$ cat config.mk
export PLATFORM = sky130hd
export DESIGN_NAME = ir_nec_decode
export DESIGN_NICKNAME = d
export VERILOG_FILES = /design/src/rtl/ir_nec_decode.sv
export SDC_FILE = /design/constraint.sdc
export NUM_CORES = 1
export LEC_CHECK = 0
export ABC_AREA = 1
export CAP_MARGIN = 0
export CORE_MARGIN = 3
export CORE_UTILIZATION = 50
export CTS_CLUSTER_SIZE = 30
export DETAILED_ROUTE_END_ITERATION = 6
export PLACE_DENSITY = 0.68
export SLEW_MARGIN = 40
export SYNTH_ARGS = -nofsm -noshare
export SYNTH_HDL_FRONTEND = slang
export SYNTH_SLANG_ARGS = --single-unit
$ cat constraint.sdc
create_clock -name CLOCK_50 -period 4.17 [get_ports CLOCK_50]
set_clock_uncertainty 0.2 [all_clocks]
set_input_delay 0.834 -clock CLOCK_50 [delete_from_list [all_inputs] [get_ports CLOCK_50]]
set_output_delay 0.834 -clock CLOCK_50 [all_outputs]
set_load 0.05 [all_outputs]
$ cat src/rtl/ir_nec_decode.sv
// NEC infrared frame decoder driven by pre-detected IRDA_RXD edge pulses.
// Define IR_CHECKSUM_EN to reject frames whose complement bytes do not match.
module ir_nec_decode #(
  parameter int unsigned TIMEOUT_CYC = 1000000,
  // Divides every timing window; 1 gives real NEC timing at 50 MHz.
  parameter int unsigned WIN_DIV     = 1
) (
  input  logic       CLOCK_50,
  input  logic       rst_n,
  input  logic       ir_neg,
  input  logic       ir_pos,
  output logic [7:0] ir_addr,
  output logic [7:0] ir_cmd,
  output logic       ir_valid,
  output logic       ir_repeat,
  output logic       ir_err
);

  localparam logic [19:0] TimeoutVal = 20'(TIMEOUT_CYC);
  localparam logic [19:0] LeadMin    = 20'(400000 / WIN_DIV);
  localparam logic [19:0] LeadMax    = 20'(500000 / WIN_DIV);
  localparam logic [19:0] FrmGapMin  = 20'(200000 / WIN_DIV);
  localparam logic [19:0] FrmGapMax  = 20'(250000 / WIN_DIV);
  localparam logic [19:0] RptGapMin  = 20'(100000 / WIN_DIV);
  localparam logic [19:0] RptGapMax  = 20'(125000 / WIN_DIV);
  localparam logic [19:0] MarkMin    = 20'(20000 / WIN_DIV);
  localparam logic [19:0] MarkMax    = 20'(36000 / WIN_DIV);
  localparam logic [19:0] OneMin     = 20'(70000 / WIN_DIV);
  localparam logic [19:0] OneMax     = 20'(100000 / WIN_DIV);

  typedef enum logic [2:0] {
    StIdle, StLeadLow, StLeadHigh, StBitLow, StBitHigh, StStopLow, StRptLow
  } state_e;

  state_e      state_q, state_d;
  logic [19:0] cnt_q, cnt_d;
  logic [5:0]  bit_cnt_q, bit_cnt_d;
  logic [31:0] shreg_q, shreg_d;
  logic        seen_q;
  logic        valid_pend_q;
  logic        edge_ok, accept, rpt_ev, err_ev, csum_ok;
  logic        is_mark, is_one;

  function automatic logic in_win(input logic [19:0] v, input logic [19:0] lo,
                                  input logic [19:0] hi);
    return (v >= lo) && (v <= hi);
  endfunction

`ifdef IR_CHECKSUM_EN
  assign csum_ok = (shreg_q[15:8] == ~shreg_q[7:0]) && (shreg_q[31:24] == ~shreg_q[23:16]);
`else
  assign csum_ok = 1'b1;
`endif

  assign is_mark = in_win(cnt_q, MarkMin, MarkMax);
  assign is_one  = in_win(cnt_q, OneMin, OneMax);

  always_comb begin
    state_d   = state_q;
    cnt_d     = cnt_q;
    bit_cnt_d = bit_cnt_q;
    shreg_d   = shreg_q;
    edge_ok   = 1'b0;
    accept    = 1'b0;
    rpt_ev    = 1'b0;
    err_ev    = 1'b0;

    if (state_q == StIdle) begin
      if (ir_neg && !ir_pos) begin
        state_d = StLeadLow;
        edge_ok = 1'b1;
      end
    end else if (ir_pos && ir_neg) begin
      err_ev = 1'b1;
    end else if (ir_pos || ir_neg) begin
      // Each state accepts one polarity; the other one falls through to an error.
      case (state_q)
        StLeadLow: begin
          if (ir_pos && in_win(cnt_q, LeadMin, LeadMax)) begin
            state_d = StLeadHigh;
            edge_ok = 1'b1;
          end else err_ev = 1'b1;
        end
        StLeadHigh: begin
          if (ir_neg && in_win(cnt_q, FrmGapMin, FrmGapMax)) begin
            state_d   = StBitLow;
            bit_cnt_d = '0;
            edge_ok   = 1'b1;
          end else if (ir_neg && in_win(cnt_q, RptGapMin, RptGapMax)) begin
            state_d = StRptLow;
            edge_ok = 1'b1;
          end else err_ev = 1'b1;
        end
        StBitLow: begin
          if (ir_pos && is_mark) begin
            state_d = StBitHigh;
            edge_ok = 1'b1;
          end else err_ev = 1'b1;
        end
        StBitHigh: begin
          if (ir_neg && (is_mark || is_one)) begin
            shreg_d   = {is_one, shreg_q[31:1]};
            bit_cnt_d = bit_cnt_q + 6'd1;
            state_d   = (bit_cnt_q == 6'd31) ? StStopLow : StBitLow;
            edge_ok   = 1'b1;
          end else err_ev = 1'b1;
        end
        StStopLow: begin
          if (ir_pos && is_mark && csum_ok) begin
            accept  = 1'b1;
            state_d = StIdle;
            edge_ok = 1'b1;
          end else err_ev = 1'b1;
        end
        StRptLow: begin
          if (ir_pos && is_mark) begin
            state_d = StIdle;
            edge_ok = 1'b1;
            if (seen_q) rpt_ev = 1'b1;
            else        err_ev = 1'b1;
          end else err_ev = 1'b1;
        end
        default: err_ev = 1'b1;
      endcase
    end else if (cnt_q == TimeoutVal) begin
      err_ev = 1'b1;
    end

    if (err_ev) state_d = StIdle;

    if (edge_ok || state_d == StIdle) cnt_d = '0;
    else if (cnt_q != TimeoutVal)     cnt_d = cnt_q + 20'd1;
  end

  always_ff @(posedge CLOCK_50 or negedge rst_n) begin
    if (!rst_n) begin
      state_q      <= StIdle;
      cnt_q        <= '0;
      bit_cnt_q    <= '0;
      shreg_q      <= '0;
      seen_q       <= 1'b0;
      valid_pend_q <= 1'b0;
      ir_addr      <= '0;
      ir_cmd       <= '0;
      ir_valid     <= 1'b0;
      ir_repeat    <= 1'b0;
      ir_err       <= 1'b0;
    end else begin
      state_q      <= state_d;
      cnt_q        <= cnt_d;
      bit_cnt_q    <= bit_cnt_d;
      shreg_q      <= shreg_d;
      seen_q       <= seen_q | accept;
      // Address/command settle one cycle before ir_valid announces them.
      valid_pend_q <= accept;
      ir_valid     <= valid_pend_q;
      ir_repeat    <= rpt_ev;
      ir_err       <= err_ev;
      if (accept) begin
        ir_addr <= shreg_q[7:0];
        ir_cmd  <= shreg_q[23:16];
      end
    end
  end

endmodule

==> results.md <==
* Final non-filler cell total at 744
* Setup bufs post-CTS at 0
* Net count, final at 638
* Total GRT Usage at 0.210
* First-pass GRT wire length at 17.1 mm
* Die X at 101 microns
* Placed cell count at 728
* P&R area growth vs syn at 9.67%
* Comb power frac at 0.287
* Cells after Synth at 614
* Via count at 3812
* CP cell instances: clkdlybuf4s50_1, nor2_1, inv_1, nand2_1, nor2_1, inv_1, nand2_1, a21boi_0, o21ai_1, nand2_1, nand2_2, nor2_2
* CP Max Fanout at 20
* Setup TNS at 0 ns
* Launch point of the critical path: ir_pos
* Relative slew slack at 0.513
* Syn_area_per_cell at 7.42 sq um
* Buffers on Ports at 22
* Hold Path Origin: valid_pend_q
* Post-route ant nets at 0
* CTS tree: yes
* Sw Ratio at 0.380
* Endpoint with the worst hold slack: ir_valid
* Commonest non-fill, non-tap cell in the layout: nand2_1
* # rows at 34
* Hpwl dp at 7.38 mm
* Grt total ovfl at 0
* Setup CP Type: input pin to flop
* Min-Delay Path Depth at 0
* Initial Utilization at 0.517
* Critical Path End Type: flop
* CTS buffer count at 9
* Worst hold path type: flop to flop
* WL/cell at 13.3 microns
* Clock-pin slew on the worst setup and hold paths at 0.08 ns
* Die Span Y at 101 microns
* Router iterations before antenna repair at 5
* Antenna violations before repair at 0
* Final Hold Vio Count at 0
* Largest net degree at the start of global routing at 83
* Antenna diode instance count at 0
* Max-cap violations at 0
* Maximum clock frequency at 0.321 GHz
* Synth Warn # at 0
* Power per cell area at 400 nW/um^2
* Worst EP required at 4.24 ns
* Final period util at 0.748
* CTS Root Cell: clkbuf_8
* Internal at 1.24 mW
* Max Slew Vio Count at 0
* Starting DRT DRC Count at 162
* FF-to-FF path depth at 9
* Cell leakage power at 2.42 nW
* Worst reg-to-reg setup slack at 1.09 ns
* Sw power at 0.760 mW
* Most frequent cells in the layout: nand2_1, dfrtp_1, inv_1
* Routed wire length at 9.90 mm
* RePlAce Congestion at 0.958
* Most frequent CP cell: nand2_1
* Syn Nets at 621
* Via/cell ratio at 5.12
* Core Box Area at 8810 sq um
* Die ar. at 10300 sq um
* Clock buffer depth at 2
* Sink Count at 82
* Clk_lat worst skew at 0.35 ns
* Maximum VDD drop at 0.409 mV
* Crit-path max cell delay at 0.69 ns
* DRC Markers at 0
* CTS resizes at 0
* Crit path DAT at 3.19 ns
* CP max stage cell: clkdlybuf4s50_1
* Number of global-route vias before repair at 3670
* Yosys cell types at 35
* Startpoint Class: input pin
* Measured slew at the worst slew-check pin at 0.730 ns
* Reg2reg end: ir_cmd[7]
* Min Tclk post-route at 3.12 ns
* CTS Hold Bufs at 0
* Mapped Area at 4560 sq um
* H-tree levels at 3
* FF-to-FF Start: cnt_q[19]
* #FFs+latches synth at 82
* Final Setup Violations at 0
* Layout cells sized above 1 at 0.107
* Clock power frac at 0.259
* Top Ports at 23
* Status: finished clean
* Sequential share of power at 0.453
* Register area share after synthesis at 0.450
* RSZ-0062 raised after global routing: false
-- flip-flops by register name, summed over array words and instances, names as in the netlist --
name / flops
ir_cmd: 8
ir_addr: 8
valid_pend_q: 1
state_q: 3
seen_q: 1
cnt_q: 20
shreg_q: 32
ir_valid: 1
ir_err: 1
ir_repeat: 1
bit_cnt_q: 6
-- cells in the mapped netlist --
cell type | number | area share
nand2_1 | 166 | 0.14
dfrtp_1 | 82 | 0.45
inv_1 | 79 | 0.065
nor2_1 | 58 | 0.048
o21ai_0 | 58 | 0.064
nand3_1 | 30 | 0.033
nor2_2 | 24 | 0.033
a21oi_1 | 19 | 0.021
nor3_1 | 14 | 0.015
nand4_1 | 12 | 0.016
xor2_1 | 11 | 0.021
inv_2 | 9 | 0.0074
buf_2 | 6 | 0.0066
nand2_2 | 6 | 0.0082
buf_4 | 5 | 0.0082
clkbuf_1 | 5 | 0.0041
nor2_4 | 4 | 0.0099
ha_1 | 3 | 0.0082
nor3_2 | 3 | 0.0066
and3_1 | 2 | 0.0027
buf_6 | 2 | 0.0049
nand3b_1 | 2 | 0.0033
nor4_1 | 2 | 0.0027
a21boi_0 | 1 | 0.0016
nand3_2 | 1 | 0.0022
nand3_4 | 1 | 0.0038
nor3b_2 | 1 | 0.0027
nor4b_1 | 1 | 0.0019
o211ai_1 | 1 | 0.0016
o21ai_1 | 1 | 0.0011
o21bai_1 | 1 | 0.0016
o22ai_1 | 1 | 0.0014
o41ai_1 | 1 | 0.0019
or2_2 | 1 | 0.0014
xnor2_1 | 1 | 0.0019
-- worst max-delay path by stage --
stage                     slack (ns)        end
after floorplan                 1.80  cnt_q[16]
after global placement          0.80   cnt_q[5]
after detailed placement        0.69  cnt_q[19]
after CTS                       1.07  cnt_q[19]
after global routing            0.56  ir_cmd[7]
final                           1.05   cnt_q[9]
-- critical path, delay by kind of cell --
family	cells	cell delay, ns
AND/OR/NAND/NOR	7	1.14
buffers and inverters	3	0.86
AO/OA/AOI/OAI	2	0.33
-- layout make-up --
type / instances / area (sq um)
clock buffer: 10 / 128
clock inverter: 6 / 50.0
fill: 867 / 3810
inverter: 88 / 330
multi-input combinational: 426 / 2060
sequential: 82 / 2050
tap: 108 / 135
timing repair buffer: 24 / 236
-- power by group through the flow --
stage,clock (mW),sequential (mW),combinational (mW)
finish,0.518,0.906,0.573
global route,0.577,0.913,0.645
CTS,0.543,0.905,0.573
detailed placement,0,0.921,0.570
global placement,0,0.918,0.569
floorplan,0,0.938,0.455
-- kinds of logic after synthesis --
| logic type | Yosys count | synth area share |
|---|---|---|
| adders and majority gates | 3 | 0.00824 |
| and+or+nand+nor | 328 | 0.328 |
| xor gates and xnor gates | 12 | 0.0231 |
| AOI/OAI and AO/OA | 83 | 0.0939 |
| buffers and inverters | 106 | 0.0964 |
| DFF | 82 | 0.450 |
-- layer usage --
layer	share of wire	routed length, microns	global-route usage	vias to the layer above
li1	-	-	-	1967
met4	0.023	232	0.0798	0
met2	0.45	4500	0.330	134
met1	0.47	4660	0.282	1692
met3	0.052	511	0.0496	19
met5	0	0	0	-
-- metrics by stage --
stage / utilization / area [sq um] / total power, mW / setup slack, ns / hold WS [ns]
3_3_place_gp: 0.547 / 4810 / 1.49 / 0.804 / 0.134
2_1_floorplan: - / 4560 / 1.39 / 1.80 / 0.131
4_1_cts: 0.567 / 5000 / 2.02 / 1.07 / 0.153
5_1_grt: 0.567 / 5000 / 2.14 / 0.558 / 0.162
3_5_place_dp: 0.547 / 4820 / 1.49 / 0.694 / 0.135
6_report: 0.567 / 5000 / 2.00 / 1.05 / 0.151
Power figures use the tool's default switching activity.
